==> config.mk <==
export PLATFORM = sky130hd
export DESIGN_NAME = serial_adder64_ctrl_flat
export DESIGN_NICKNAME = d
export VERILOG_FILES = /design/src/rtl/serial_adder64_ctrl_pkg.sv /design/src/rtl/serial_adder64_ctrl_if.sv /design/src/rtl/serial_adder64_ctrl_full_adder4.sv /design/src/rtl/serial_adder64_ctrl.sv /design/src/flat_wrapper.sv
export SDC_FILE = /design/constraint.sdc
export NUM_CORES = 1
export LEC_CHECK = 0
export ABC_AREA = 0
export ABC_CLOCK_PERIOD_IN_PS = 2910
export BUFFER_PORTS_ARGS = -buffer_cell sky130_fd_sc_hd__buf_2
export CAP_MARGIN = 30
export CELL_PAD_IN_SITES_DETAIL_PLACEMENT = 1
export CELL_PAD_IN_SITES_GLOBAL_PLACEMENT = 1
export CORE_MARGIN = 5
export CORE_UTILIZATION = 41
export DETAILED_ROUTE_END_ITERATION = 16
export PLACE_DENSITY_LB_ADDON = 0.1
export SLEW_MARGIN = 20
export SYNTH_ARGS = -nofsm -noshare
export SYNTH_HDL_FRONTEND = slang
export SYNTH_HIERARCHICAL = 1
export SYNTH_SLANG_ARGS = --single-unit
==> constraint.sdc <==
create_clock -name clk -period 2.91 [get_ports clk]
set_input_delay 0.582 -clock clk [delete_from_list [all_inputs] [get_ports clk]]
set_output_delay 0.582 -clock clk [all_outputs]
set_load 0.1 [all_outputs]
==> src/rtl/serial_adder64_ctrl_pkg.sv <==
`default_nettype none
// ============================================================================
//  Module      : serial_adder64_ctrl_pkg
//  Description : Shared constants and state encoding for the digit-serial
//                add/subtract controller.
//                c_SLICE       bits handled per step (ripple slice width)
//                c_WIDTH       default operand width
//                c_STEPS       steps per operation at default width
//                c_CNT_W       step counter width at default width
//                state_t       IDLE / RUN / DONE, 2-bit encoding
//                steps_for()   steps needed for an arbitrary width
//  Revision    : 1.0 - initial release
// ============================================================================
package serial_adder64_ctrl_pkg;

    localparam int c_SLICE = 4;
    localparam int c_WIDTH = 64;
    localparam int c_STEPS = c_WIDTH / c_SLICE;
    localparam int c_CNT_W = $clog2(c_STEPS);

    typedef enum logic [1:0] {
        ST_IDLE = 2'd0,
        ST_RUN  = 2'd1,
        ST_DONE = 2'd2
    } state_t;

    function automatic int steps_for(input int width);
        return width / c_SLICE;
    endfunction

endpackage
`default_nettype wire

==> src/rtl/serial_adder64_ctrl_if.sv <==
`default_nettype none
// ============================================================================
//  Module      : serial_adder64_ctrl_if
//  Description : Request/result bundle for the serial adder controller.
//                Request : in_valid, in_ready, a, b, sub, cin
//                Result  : out_valid, out_ready, sum, cout, ovf
//                Status  : busy
//                master  : requester/consumer side (drives operands, out_ready)
//                slave   : controller side
//  Revision    : 1.0 - initial release
// ============================================================================
interface serial_adder64_ctrl_if #(
    parameter int WIDTH = 64
);
    logic             in_valid;
    logic             in_ready;
    logic [WIDTH-1:0] a;
    logic [WIDTH-1:0] b;
    logic             sub;
    logic             cin;
    logic             out_valid;
    logic             out_ready;
    logic [WIDTH-1:0] sum;
    logic             cout;
    logic             ovf;
    logic             busy;

    modport master (
        output in_valid, a, b, sub, cin, out_ready,
        input  in_ready, out_valid, sum, cout, ovf, busy
    );

    modport slave (
        input  in_valid, a, b, sub, cin, out_ready,
        output in_ready, out_valid, sum, cout, ovf, busy
    );
endinterface
`default_nettype wire

==> src/rtl/serial_adder64_ctrl_full_adder4.sv <==
`default_nettype none
// ============================================================================
//  Module      : full_adder4
//  Description : 4-bit ripple-carry slice (FullAdder4).
//                i_a, i_b  slice operands
//                i_cin     carry into bit 0
//                o_s       slice sum
//                o_cout    carry out of bit 3
//                o_c3      carry into bit 3 (for signed overflow detection)
//  Revision    : 1.0 - initial release
// ============================================================================
module full_adder4 (
    input  wire logic [3:0] i_a,
    input  wire logic [3:0] i_b,
    input  wire logic       i_cin,
    output logic      [3:0] o_s,
    output logic            o_cout,
    output logic            o_c3
);
    logic [4:0] w_c;

    assign w_c[0] = i_cin;

    for (genvar i = 0; i < 4; i++) begin : g_bit
        assign o_s[i]     = i_a[i] ^ i_b[i] ^ w_c[i];
        assign w_c[i + 1] = (i_a[i] & i_b[i]) | (w_c[i] & (i_a[i] ^ i_b[i]));
    end

    assign o_cout = w_c[4];
    assign o_c3   = w_c[3];
endmodule
`default_nettype wire

==> src/rtl/serial_adder64_ctrl.sv <==
`default_nettype none
// ============================================================================
//  Module      : serial_adder64_ctrl
//  Description : Digit-serial WIDTH-bit add/subtract. One 4-bit ripple slice
//                is reused over WIDTH/4 cycles, LSB slice first.
//                clk   rising-edge clock
//                rst   synchronous active-high reset
//                bus   slave view of serial_adder64_ctrl_if:
//                      in_valid/in_ready + a, b, sub, cin  (request)
//                      out_valid/out_ready + sum, cout, ovf (result)
//                      busy (RUN or DONE)
//                WIDTH must be a multiple of 4.
//  Revision    : 1.0 - initial release
// ============================================================================
module serial_adder64_ctrl
    import serial_adder64_ctrl_pkg::*;
#(
    parameter int WIDTH = 64
) (
    input  wire logic              clk,
    input  wire logic              rst,
    serial_adder64_ctrl_if.slave   bus
);
    localparam int c_NSTEP = steps_for(WIDTH);
    localparam int c_CW    = (c_NSTEP > 1) ? $clog2(c_NSTEP) : 1;

    state_t             r_state;
    state_t             w_state_nxt;
    logic [c_CW-1:0]    r_cnt;
    logic [WIDTH-1:0]   r_a;
    logic [WIDTH-1:0]   r_b;
    logic [WIDTH-1:0]   r_sum;
    logic               r_carry;
    logic               r_cout;
    logic               r_ovf;

    logic               w_in_ready;
    logic               w_out_valid;
    logic               w_busy;
    logic               w_accept;
    logic               w_last;
    logic [3:0]         w_s;
    logic               w_co;
    logic               w_c3;

    assign w_accept = bus.in_valid && w_in_ready;
    assign w_last   = (r_cnt == c_CW'(c_NSTEP - 1));

    // Slice operands always come from the bottom of the shift registers.
    full_adder4 u_fa4 (
        .i_a    (r_a[3:0]),
        .i_b    (r_b[3:0]),
        .i_cin  (r_carry),
        .o_s    (w_s),
        .o_cout (w_co),
        .o_c3   (w_c3)
    );

    always_ff @(posedge clk) begin
        if (rst) begin
            r_state <= ST_IDLE;
        end else begin
            r_state <= w_state_nxt;
        end
    end

    always_comb begin
        w_state_nxt = r_state;
        w_in_ready  = 1'b0;
        w_out_valid = 1'b0;
        w_busy      = 1'b0;
        case (r_state)
            ST_IDLE: begin
                w_in_ready = 1'b1;
                if (bus.in_valid) begin
                    w_state_nxt = ST_RUN;
                end
            end
            ST_RUN: begin
                w_busy = 1'b1;
                if (w_last) begin
                    w_state_nxt = ST_DONE;
                end
            end
            ST_DONE: begin
                w_busy      = 1'b1;
                w_out_valid = 1'b1;
                if (bus.out_ready) begin
                    w_state_nxt = ST_IDLE;
                end
            end
            default: begin
                w_state_nxt = ST_IDLE;
            end
        endcase
    end

    // Datapath. The sum is built by shifting each slice result in from the
    // top, so after the final step slice k sits at bits [4k+3:4k].
    always_ff @(posedge clk) begin
        if (rst) begin
            r_a     <= '0;
            r_b     <= '0;
            r_sum   <= '0;
            r_carry <= 1'b0;
            r_cout  <= 1'b0;
            r_ovf   <= 1'b0;
            r_cnt   <= '0;
        end else if (w_accept) begin
            r_a     <= bus.a;
            r_b     <= bus.b ^ {WIDTH{bus.sub}};
            r_carry <= bus.sub | bus.cin;
            r_sum   <= '0;
            r_cout  <= 1'b0;
            r_ovf   <= 1'b0;
            r_cnt   <= '0;
        end else if (r_state == ST_RUN) begin
            r_a     <= r_a >> c_SLICE;
            r_b     <= r_b >> c_SLICE;
            r_sum   <= {w_s, r_sum[WIDTH-1:c_SLICE]};
            r_carry <= w_co;
            if (w_last) begin
                r_cout <= w_co;
                r_ovf  <= w_co ^ w_c3;
                r_cnt  <= '0;
            end else begin
                r_cnt  <= r_cnt + c_CW'(1);
            end
        end
    end

    assign bus.in_ready  = w_in_ready;
    assign bus.out_valid = w_out_valid;
    assign bus.busy      = w_busy;
    assign bus.sum       = r_sum;
    assign bus.cout      = r_cout;
    assign bus.ovf       = r_ovf;
endmodule
`default_nettype wire

==> src/flat_wrapper.sv <==
// flat-port wrapper written by rule: the top's interface ports become plain ports
module serial_adder64_ctrl_flat import serial_adder64_ctrl_pkg::*;
#(
    parameter int WIDTH = 64
)
  (clk, rst, bus_in_valid, bus_a, bus_b, bus_sub, bus_cin, bus_out_ready, bus_in_ready, bus_out_valid, bus_sum, bus_cout, bus_ovf, bus_busy);
  serial_adder64_ctrl_if #(.WIDTH(WIDTH)) bus_i ();
  input  wire logic clk;
  input  wire logic rst;
  input wire logic [$bits(bus_i.in_valid)-1:0] bus_in_valid;
  input wire logic [$bits(bus_i.a)-1:0] bus_a;
  input wire logic [$bits(bus_i.b)-1:0] bus_b;
  input wire logic [$bits(bus_i.sub)-1:0] bus_sub;
  input wire logic [$bits(bus_i.cin)-1:0] bus_cin;
  input wire logic [$bits(bus_i.out_ready)-1:0] bus_out_ready;
  output wire logic [$bits(bus_i.in_ready)-1:0] bus_in_ready;
  output wire logic [$bits(bus_i.out_valid)-1:0] bus_out_valid;
  output wire logic [$bits(bus_i.sum)-1:0] bus_sum;
  output wire logic [$bits(bus_i.cout)-1:0] bus_cout;
  output wire logic [$bits(bus_i.ovf)-1:0] bus_ovf;
  output wire logic [$bits(bus_i.busy)-1:0] bus_busy;
  assign bus_i.in_valid = bus_in_valid;
  assign bus_i.a = bus_a;
  assign bus_i.b = bus_b;
  assign bus_i.sub = bus_sub;
  assign bus_i.cin = bus_cin;
  assign bus_i.out_ready = bus_out_ready;
  assign bus_in_ready = bus_i.in_ready;
  assign bus_out_valid = bus_i.out_valid;
  assign bus_sum = bus_i.sum;
  assign bus_cout = bus_i.cout;
  assign bus_ovf = bus_i.ovf;
  assign bus_busy = bus_i.busy;
  serial_adder64_ctrl #(.WIDTH(WIDTH)) u_core (.clk(clk), .rst(rst), .bus(bus_i));
endmodule
==> results of run 1 <==
## worst max path at each step
stage | slack (ns) | end
4_1_cts | 0.57 | bus_busy
2_1_floorplan | 0.65 | u_core/r_a[0]
6_report | 0.59 | bus_in_ready
5_1_grt | 0.52 | bus_in_ready
3_3_place_gp | 0.77 | u_core/bus.sum[63]
3_5_place_dp | 0.71 | u_core/bus.sum[63]
## worst register-to-register path, delay by kind of cell (launching register included)
kind	cells	cell delay, ns
adder cells (fa/ha/maj)	4	1.35
flip-flops	1	0.36
AND/OR/NAND/NOR	1	0.05
multiplexers	1	0.14
buffers and inverters	2	0.16
## per-layer routing
layer | track usage (%) | share of wire [%] | wire length, microns
met1 | 23.4 | 46 | 10400
met2 | 29.0 | 47 | 10600
met3 | 3.07 | 5.1 | 1140
met4 | 3.57 | 1.4 | 314
met5 | 0 | 0.031 | 7
## Yosys cell counts
cell type	n	area share (%)
a211oi_1	121	10
a21oi_1	10	0.55
a222oi_1	1	0.11
a41oi_1	1	0.097
and2_1	1	0.069
buf_1	4	0.17
buf_2	30	1.7
buf_4	5	0.42
buf_6	14	1.7
clkbuf_1	27	1.1
clkbuf_2	1	0.055
dfxtp_1	201	45
fa_1	4	0.89
ha_1	5	0.69
inv_1	12	0.50
mux2i_1	190	21
nand2_1	10	0.42
nand2b_1	6	0.42
nand3_1	2	0.11
nand3b_1	9	0.75
nand4_1	1	0.069
nor2_1	189	7.9
nor3_1	2	0.11
xor2_1	66	6.4
## final cells by class
| class | instances | area (sq um) | share of cell area, % |
|---|---|---|---|
| Clock buffer | 29 | 648 | 5.90 |
| Antenna cell | 1 | 2.50 | 0.0228 |
| Clock inverter | 12 | 143 | 1.30 |
| Inverter | 12 | 45.0 | 0.410 |
| Tap cell | 280 | 350 | 3.19 |
| Timing Repair Buffer | 220 | 1260 | 11.5 |
| Sequential cell | 201 | 4020 | 36.6 |
| Multi-Input combinational cell | 618 | 4510 | 41.0 |
## state kept, by name (all words and copies together), names as in the netlist
signal,count
u_core/bus.sum,64
u_core/r_a,64
u_core/r_b,64
u_core/r_cnt,4
u_core/r_state,2
u_core/bus.cout,1
u_core/bus.ovf,1
u_core/r_carry,1
## layout by cell type (no fill, tap or decap), drive strengths merged
master,n
nand4,1
bufinv,3
a41oi,1
and2,1
clkbuf,29
clkinv,8
nand2b,6
nand3,2
nor3,2
inv,13
ha,5
fa,4
a211oi,121
xor2,66
buf,220
a21oi,10
nand2,10
dfxtp,201
diode,1
nor2,189
mux2i,190
a222oi,1
nand3b,9
## metrics by stage
stage                     cell area, sq um  std cells
after floorplan                       9020        912
after detailed placement             10200       1331
after CTS                            11000       1372
after global routing                 11000       1373
after global placement               10200       1331
final                                11000       1373
## power by group through the flow
stage	clock, W	sequential [W]	combinational (W)
2_1_floorplan	0	0.00370	0.00258
3_3_place_gp	0	0.00375	0.00318
3_5_place_dp	0	0.00376	0.00322
4_1_cts	0.00308	0.00371	0.00324
5_1_grt	0.00322	0.00377	0.00351
6_report	0.00300	0.00369	0.00320
## logic make-up (layout without fill, tap and decap cells)
| group | after synthesis | after routing | synth area share, % |
|---|---|---|---|
| buf+inv | 93 | 273 | 5.67 |
| xor+xnor | 66 | 66 | 6.41 |
| mux | 190 | 190 | 21.1 |
| flops | 201 | 201 | 44.6 |
| compound gates | 133 | 133 | 10.8 |
| fa+ha+maj | 9 | 9 | 1.58 |
| other cells | 0 | 1 | 0 |
| simple gates | 220 | 220 | 9.81 |
==> flow_metrics.env, run 1 <==
export IMPL_holdPathStages=3
export IMPL_powerDensity_mw_per_mm2=901
export IMPL_clkSinkCount=201
export IMPL_crit_buf_inv=2
export IMPL_firstDrtPassIters=4
export IMPL_remaining_drc_errors=0
export IMPL_finalSetupTns_ns=0
export IMPL_r2r_cells=8
export IMPL_die_area_sq_mm=0.0251
export IMPL_post_route_period_util_pct=79.6
export IMPL_fmax_ghz=0.432
export IMPL_dpl_worst_slack_ns=0.715
export IMPL_syn_to_final_growth_pct=21.8
export IMPL_post_route_min_period_ns=2.32
export IMPL_groute_usage_overall_pct=17.3
export IMPL_slew_violations=0
export IMPL_critPathKind="reg -> out"
export IMPL_antenna_found_initial=2
export IMPL_grt_first_pass_wirelength_microns=36000
export IMPL_yosysWarnings=6
export IMPL_cp_start_kind="register"
export IMPL_numCtsBuffers=23
export IMPL_syn_avg_cell_area_sq_um=9.89
export IMPL_worst_slack_ns=0.595
export IMPL_synth_cell_area_sq_mm=0.00902
export IMPL_crit_cells=3
export IMPL_post_cts_resized=0
export IMPL_post_cts_buffers=0
export IMPL_r2r_slack_ns=0.73
export IMPL_clk_latency_ns=0.51
export IMPL_endpoint_kind="output pin"
export IMPL_ant_nets=0
export IMPL_ys_ff_latch=201
export IMPL_switchingPower_w=0.00335
export IMPL_dr_total_vias=6907
export IMPL_num_rows=54
export IMPL_start_util_pct=41.5
export IMPL_synth_yosys_seq_area_share_pct=44.6
export IMPL_critPathMaxFanout=5
export IMPL_hold_start="bus_a[62]"
export IMPL_hold_viol=0
export IMPL_clk_path_buf_depth=3
export IMPL_routed_via_density=5.03
export IMPL_ir_worst_vdd_mv=0.340
export IMPL_power_w=0.00989
export IMPL_cts_root_buf="clkbuf_16"
export IMPL_slowest_stage="buf_2"
export IMPL_crit_chain="inv_1 > ha_1 > buf_2"
export IMPL_nFillCells=2486
export IMPL_drt_iter0_drc=262
export IMPL_grt_overflow=0
export IMPL_max_stage_delay_ns=0.47
export IMPL_hold_buffers=0
export IMPL_core_area_sq_mm=0.0218
export IMPL_grt_pass1_vias=7007
export IMPL_worst_hold_slack_ns=0.333
export IMPL_totalWireLength_microns=22500
export IMPL_rr_startpoint="u_core/r_a[0]"
export IMPL_seqPwrFrac_pct=37.3
export IMPL_power_share_clock_pct=30.4
export IMPL_dp_hpwl_microns=15400
export IMPL_grt_max_degree=134
export IMPL_status="finished clean"
export IMPL_comb_power_share_pct=32.3
export IMPL_gp_congestion=0.728
export IMPL_tightest_slew_ns=0.809
export IMPL_cts_tree="yes"
export IMPL_htree_levels=1
export IMPL_relSlewSlack_pct=46.0
export IMPL_cp_top_family="buffers and inverters"
export IMPL_min_path_type="in -> reg"
export IMPL_crit_arrival_ns=1.73
export IMPL_clkTransAtPathRegs_ns=0.06
export IMPL_syn_inst=912
export IMPL_drive_above_1_share_pct=24.1
export IMPL_synth_cell_type_count=24
export IMPL_setup_viol=0
export IMPL_internal_power_w=0.00654
export IMPL_hold_path_endpoint="u_core/r_a[62]"
export IMPL_rsz0062_at_grt="no"
export IMPL_p_sw_share_pct=33.9
export IMPL_syn_num_nets=1055
export IMPL_io_pins=203
export IMPL_avgRoutedWirePerCell_microns=16.4
export IMPL_layout_nets=1219
export IMPL_final_util_pct=50.5
export IMPL_die_h_microns=158
export IMPL_die_x_microns=158
export IMPL_leakage_nw=4.58
export IMPL_cp_required_ns=2.33
export IMPL_cap_violations=0
export IMPL_critPathLaunch="u_core/r_state[1]"
export IMPL_portBuffers=202
export IMPL_clock_skew_ns=0.0174
export IMPL_r2r_end="u_core/bus.sum[63]"
(Power assumes the default switching activity.)
==> inputs of run 2 (changes only) <==
--- a/config.mk
+++ b/config.mk
@@ -6,7 +6,7 @@
 export NUM_CORES = 1
 export LEC_CHECK = 0
 export ABC_AREA = 0
-export ABC_CLOCK_PERIOD_IN_PS = 2910
+export ABC_CLOCK_PERIOD_IN_PS = 2170
 export BUFFER_PORTS_ARGS = -buffer_cell sky130_fd_sc_hd__buf_2
 export CAP_MARGIN = 30
 export CELL_PAD_IN_SITES_DETAIL_PLACEMENT = 1
==> constraint.sdc (replaced) <==
create_clock -name clk -period 2.17 [get_ports clk]
set_input_delay 0.434 -clock clk [delete_from_list [all_inputs] [get_ports clk]]
set_output_delay 0.434 -clock clk [all_outputs]
set_load 0.1 [all_outputs]
==> run 2 against run 1 <==
Non-clock buffer count decreased by 2; register-to-register slack got worse by 0.65 ns; sequential share of layout area increased by 0.47 points; clock power increased by 13%; clock-buffer cell count increased by 5; die area unchanged; via count decreased by 0.33%; utilization decreased by 0.59 points; worst setup slack got worse by 0.51 ns; hold slack got worse by 0.15 ns; critical path type is now reg -> reg; largest cell class unchanged; highest routed layer unchanged.
==> flow_metrics.env, run 2 (same netlist as run 1, synthesis figures left out) <==
export IMPL_antenna_found_initial=3
export IMPL_slowest_stage="fa_2"
export IMPL_clk_path_buf_depth=3
export IMPL_final_common_cell="buf_2"
export IMPL_worst_slack_ns=0.0807
export IMPL_groute_usage_overall_pct=17.2
export IMPL_die_x_microns=158
export IMPL_drt_iter0_drc=267
export IMPL_start_util_pct=41.5
export IMPL_io_pins=203
export IMPL_r2r_slack_ns=0.08
export IMPL_rsz0062_at_grt="yes"
export IMPL_grt_max_degree=134
export IMPL_numCtsBuffers=22
export IMPL_hold_start="bus_a[61]"
export IMPL_dpl_worst_slack_ns=-0.0115
export IMPL_crit_buf_inv=2
export IMPL_crit_chain="fa_2 > inv_2 > fa_2 > fa_2 > inv_2 > fa_2 > mux2i_1 > nor2_1"
export IMPL_clk_latency_ns=0.49
export IMPL_firstDrtPassIters=4
export IMPL_drt_met1_wl_microns=10200
export IMPL_ant_nets=0
export IMPL_die_h_microns=158
export IMPL_cts_root_buf="clkbuf_16"
export IMPL_post_route_period_util_pct=96.3
export IMPL_post_route_min_period_ns=2.09
export IMPL_rr_startpoint="u_core/r_a[0]"
export IMPL_drive_above_1_share_pct=23.7
export IMPL_critPathKind="reg -> reg"
export IMPL_portBuffers=202
export IMPL_totalWireLength_microns=22400
export IMPL_avgRoutedWirePerCell_microns=16.4
export IMPL_n_antenna_cell=0
export IMPL_critPathMaxFanout=2
export IMPL_endpoint_kind="register"
export IMPL_num_rows=54
export IMPL_layout_nets=1216
export IMPL_worst_hold_slack_ns=0.181
export IMPL_mostFrequentLayoutCells="buf_2, dfxtp_1, mux2i_1"
export IMPL_htree_levels=1
export IMPL_dr_wl_met2_microns=10800
export IMPL_hold_viol=0
export IMPL_dp_hpwl_microns=15300
export IMPL_ir_worst_vdd_mv=0.555
export IMPL_clock_skew_ns=0.00908
export IMPL_remaining_drc_errors=0
export IMPL_grt_pass1_vias=7005
export IMPL_holdPathStages=3
export IMPL_final_cells=1365
export IMPL_cp_required_ns=2.54
export IMPL_slew_violations=0
export IMPL_cts_tree="yes"
export IMPL_syn_to_final_growth_pct=20.3
export IMPL_clkTransAtPathRegs_ns=0.06
export IMPL_hold_buffers=0
export IMPL_leakage_nw=4.49
export IMPL_crit_arrival_ns=2.46
export IMPL_gp_congestion=0.717
export IMPL_routed_via_density=5.04
export IMPL_powerDensity_mw_per_mm2=1160
export IMPL_dp_cells=1328
export IMPL_r2r_cells=8
export IMPL_wl_met3_microns=1140
export IMPL_crit_top_cell="fa_2"
export IMPL_fmax_ghz=0.479
export IMPL_die_area_sq_mm=0.0251
export IMPL_min_path_type="in -> reg"
export IMPL_highest_layer="met5"
export IMPL_hold_path_endpoint="u_core/r_a[61]"
export IMPL_grt_first_pass_wirelength_microns=35900
export IMPL_cp_start_kind="register"
export IMPL_r2r_end="u_core/bus.sum[63]"
export IMPL_dr_total_vias=6884
export IMPL_setup_viol=0
export IMPL_cp_top_family="adder cells"
export IMPL_relSlewSlack_pct=55.9
export IMPL_max_stage_delay_ns=0.41
export IMPL_status="finished clean"
export IMPL_grt_overflow=0
export IMPL_core_area_sq_mm=0.0218
export IMPL_clkSinkCount=201
export IMPL_tightest_slew_ns=0.662
export IMPL_cap_violations=0
==> run 2: cell count changes in the layout (fill, tap and decap cells not counted), moves of 3 or more <==
cell       before  now
clkbuf_1        1   10
bufinv_16       3    0
dfxtp_2         0    3
fa_2            0    4
clkinv_2        7    2
dfxtp_1       201  198
clkbuf_8        5    1
buf_4          11    8
fa_1            4    0
==> run 2: through the flow <==
step	area [sq um]	util, %	setup TNS [ns]	power (W)
after floorplan	9020	-	0	0.00843
after global placement	10200	46.9	0	0.00925
after detailed placement	10200	46.9	-0.0138	0.00933
after CTS	10800	49.8	-0.00588	0.0128
after global routing	10900	49.9	-0.0269	0.0134
final	10900	49.9	0	0.0126
==> run 2: repair_timing <==
item	4_1_cts	5_1_grt
buffers inserted	0	1
gates resized for setup	3	7
pin swaps	0	3
endpoints found under the setup margin	3	3
==> run 2: layout make-up <==
cell class	instances	area [sq um]
flip-flops and latches	201	4030
clock inverters	2	10.0
fillers	2523	10900
repair buffers	218	1280
well taps	280	350
inverters	12	45.0
multi-input cells	618	4520
clock buffers	34	627
==> run 2: how the worst max path moves through the flow <==
stage | start | to | slack, ns | depth (start not counted)
final | u_core/r_a[0] | u_core/bus.sum[63] | 0.08 | 8
after global routing | u_core/r_a[0] | u_core/bus.ovf | -0.02 | 9
after CTS | u_core/r_a[0] | u_core/bus.ovf | -0.006 | 9
after detailed placement | u_core/r_b[0] | u_core/bus.sum[63] | -0.01 | 8
after global placement | u_core/r_a[0] | u_core/bus.sum[63] | 0.04 | 8
after floorplan | u_core/r_a[0] | u_core/bus.sum[63] | 0.12 | 8
==> run 2: power breakdown <==
group / switching, W / internal (W) / total [W]
clock: 0.00143 / 0.00197 / 0.00340
sequential: 0.000489 / 0.00448 / 0.00496
combinational: 0.00245 / 0.00183 / 0.00428
total: 0.00437 / 0.00828 / 0.0126
==> run 2: worst reg2reg max path, cell delays in order, from the launching register on <==
cell	delay, ns
dfxtp_2	0.34
fa_2	0.20
inv_2	0.04
fa_2	0.36
fa_2	0.34
inv_2	0.09
fa_2	0.41
mux2i_1	0.14
nor2_1	0.05
==> run 2: routing by layer <==
| metal | GRT usage (%) | vias up |
|---|---|---|
| met2 | 29.2 | 130 |
| met4 | 2.76 | 6 |
| met1 | 23.3 | 3237 |
| li1 | - | 3490 |
| met3 | 3.48 | 21 |
| met5 | 0 | - |
==> inputs of run 3 (changes only) <==
--- a/config.mk
+++ b/config.mk
@@ -11,10 +11,9 @@
 export CAP_MARGIN = 30
 export CELL_PAD_IN_SITES_DETAIL_PLACEMENT = 1
 export CELL_PAD_IN_SITES_GLOBAL_PLACEMENT = 1
-export CORE_MARGIN = 5
 export CORE_UTILIZATION = 41
 export DETAILED_ROUTE_END_ITERATION = 16
-export PLACE_DENSITY_LB_ADDON = 0.1
+export PLACE_DENSITY = 0.79
 export SLEW_MARGIN = 20
 export SYNTH_ARGS = -nofsm -noshare
 export SYNTH_HDL_FRONTEND = slang
==> run 3 against run 2 <==
Critical path depth unchanged; wire length rose by 0.42%; first-iteration DRC count is 8.6% higher; non-clock buffer count unchanged; combinational power increased by 3%; power is 3.8% higher; clock-buffer cell count decreased by 3; sequential cell count stayed put; fmax is 0.55% lower; global-route usage rose by 2.2 points; cell count unchanged; final area grew 1.1%.
==> flow_metrics.env, run 3 (same netlist as run 1, synthesis figures left out) <==
export IMPL_num_rows=53
export IMPL_antenna_found_initial=6
export IMPL_multi_input_area_sq_mm=0.00452
export IMPL_dpl_worst_slack_ns=-0.0564
export IMPL_r2r_end="u_core/bus.sum[63]"
export IMPL_worst_slack_ns=0.0691
export IMPL_critPathKind="reg -> reg"
export IMPL_tightest_slew_ns=0.624
export IMPL_drive_above_1_share_pct=24.0
export IMPL_htree_levels=1
export IMPL_post_route_period_util_pct=96.8
export IMPL_grt_overflow=0
export IMPL_worst_hold_slack_ns=0.172
export IMPL_nFillCells=2407
export IMPL_clk_latency_ns=0.50
export IMPL_endpoint_kind="register"
export IMPL_clock_skew_ns=0.00886
export IMPL_die_h_microns=150
export IMPL_rsz0062_at_grt="yes"
export IMPL_routed_via_density=5.09
export IMPL_grt_pass1_vias=6977
export IMPL_min_path_type="in -> reg"
export IMPL_finalSetupTns_ns=0
export IMPL_cp_required_ns=2.54
export IMPL_powerDensity_mw_per_mm2=1200
export IMPL_avgRoutedWirePerCell_microns=16.5
export IMPL_fmax_ghz=0.476
export IMPL_relSlewSlack_pct=58.4
export IMPL_cp_start_kind="register"
export IMPL_drt_iter0_drc=290
export IMPL_r2r_slack_ns=0.07
export IMPL_gp_congestion=0.767
export IMPL_core_area_sq_mm=0.0213
export IMPL_numCtsBuffers=23
export IMPL_dr_total_vias=6948
export IMPL_critPathCapture="u_core/bus.sum[63]"
export IMPL_leakage_nw=4.54
export IMPL_post_cts_buffers=0
export IMPL_clkSinkCount=201
export IMPL_clk_path_buf_depth=3
export IMPL_cts_root_buf="clkbuf_16"
export IMPL_setup_viol=0
export IMPL_start_util_pct=42.4
export IMPL_layout_nets=1217
export IMPL_mostFrequentLayoutCells="dfxtp_1, buf_2, mux2i_1"
export IMPL_rr_startpoint="u_core/r_carry"
export IMPL_hold_viol=0
export IMPL_final_common_cell="dfxtp_1"
export IMPL_crit_arrival_ns=2.47
export IMPL_io_pins=203
export IMPL_place_area_sq_mm=0.0102
export IMPL_groute_usage_overall_pct=19.4
export IMPL_r2r_cells=8
export IMPL_syn_to_final_growth_pct=21.7
export IMPL_grt_max_degree=134
export IMPL_die_x_microns=150
export IMPL_portBuffers=202
export IMPL_critPathMaxFanout=2
export IMPL_cap_violations=0
export IMPL_ant_nets=0
export IMPL_firstDrtPassIters=6
export IMPL_cts_tree="yes"
export IMPL_totalWireLength_microns=22500
export IMPL_slew_violations=0
export IMPL_hold_start="bus_a[63]"
export IMPL_remaining_drc_errors=0
export IMPL_status="finished clean"
export IMPL_ir_worst_vdd_mv=0.517
export IMPL_critPathLaunch="u_core/r_carry"
export IMPL_die_area_sq_mm=0.0226
export IMPL_fin_area_sq_mm=0.0110
export IMPL_dp_hpwl_microns=15400
export IMPL_post_route_min_period_ns=2.10
export IMPL_clkTransAtPathRegs_ns=0.06
export IMPL_grt_first_pass_wirelength_microns=35300
export IMPL_regArea_sq_mm=0.00403
-- run 3: repair_timing --
action	in CTS	in global routing
hold buffers	0	0
pin swaps	0	0
gates resized for setup	3	6
setup endpoints to repair	3	4
-- run 3: how the worst min path moves through the flow --
stage                                   end  slack [ns]  cells past startpoint
after floorplan              u_core/r_b[60]        0.46                      2
after global placement    u_core/bus.sum[0]        0.47                      2
after detailed placement     u_core/r_b[61]        0.49                      2
after CTS                    u_core/r_a[63]        0.15                      3
after global routing         u_core/r_a[61]        0.17                      3
final                        u_core/r_a[63]        0.17                      3
-- run 3: area by class of cell --
| cell class | instances | share of cell area, % |
|---|---|---|
| Tap cell | 275 | 3.13 |
| Clock inverter | 7 | 0.832 |
| Sequential cell | 201 | 36.7 |
| Timing Repair Buffer | 218 | 12.0 |
| Antenna cell | 3 | 0.0684 |
| Inverter | 12 | 0.410 |
| Clock buffer | 31 | 5.70 |
| Multi-Input combinational cell | 618 | 41.2 |
-- run 3: critical path: stages (launching register included) --
cell and delay, ns:
dfxtp_1 0.35, fa_2 0.19, inv_1 0.05, fa_2 0.35, fa_2 0.35, inv_2 0.08, fa_2 0.42, mux2i_1 0.13
nor2_1 0.05
-- run 3: through the flow --
| step | std cells | power [W] | utilization (%) |
|---|---|---|---|
| finish | 1365 | 0.0131 | 51.6 |
| CTS | 1362 | 0.0133 | 51.5 |
| global route | 1363 | 0.0139 | 51.5 |
| floorplan | 912 | 0.00843 | - |
| detailed placement | 1324 | 0.00943 | 48.1 |
| global placement | 1324 | 0.00927 | 48.1 |
-- run 3: layer usage --
metal	global-route usage [%]	vias to the layer above	routed length (microns)
met2	33.1	151	10700
li1	-	3486	-
met5	0	-	28
met3	3.94	36	1240
met1	24.8	3269	10100
met4	5.05	6	363
-- run 3: power by group --
| part | switching, W | internal (W) |
|---|---|---|
| registers | 0.000497 | 0.00448 |
| clock network | 0.00150 | 0.00225 |
| logic | 0.00250 | 0.00190 |
| total | 0.00450 | 0.00862 |
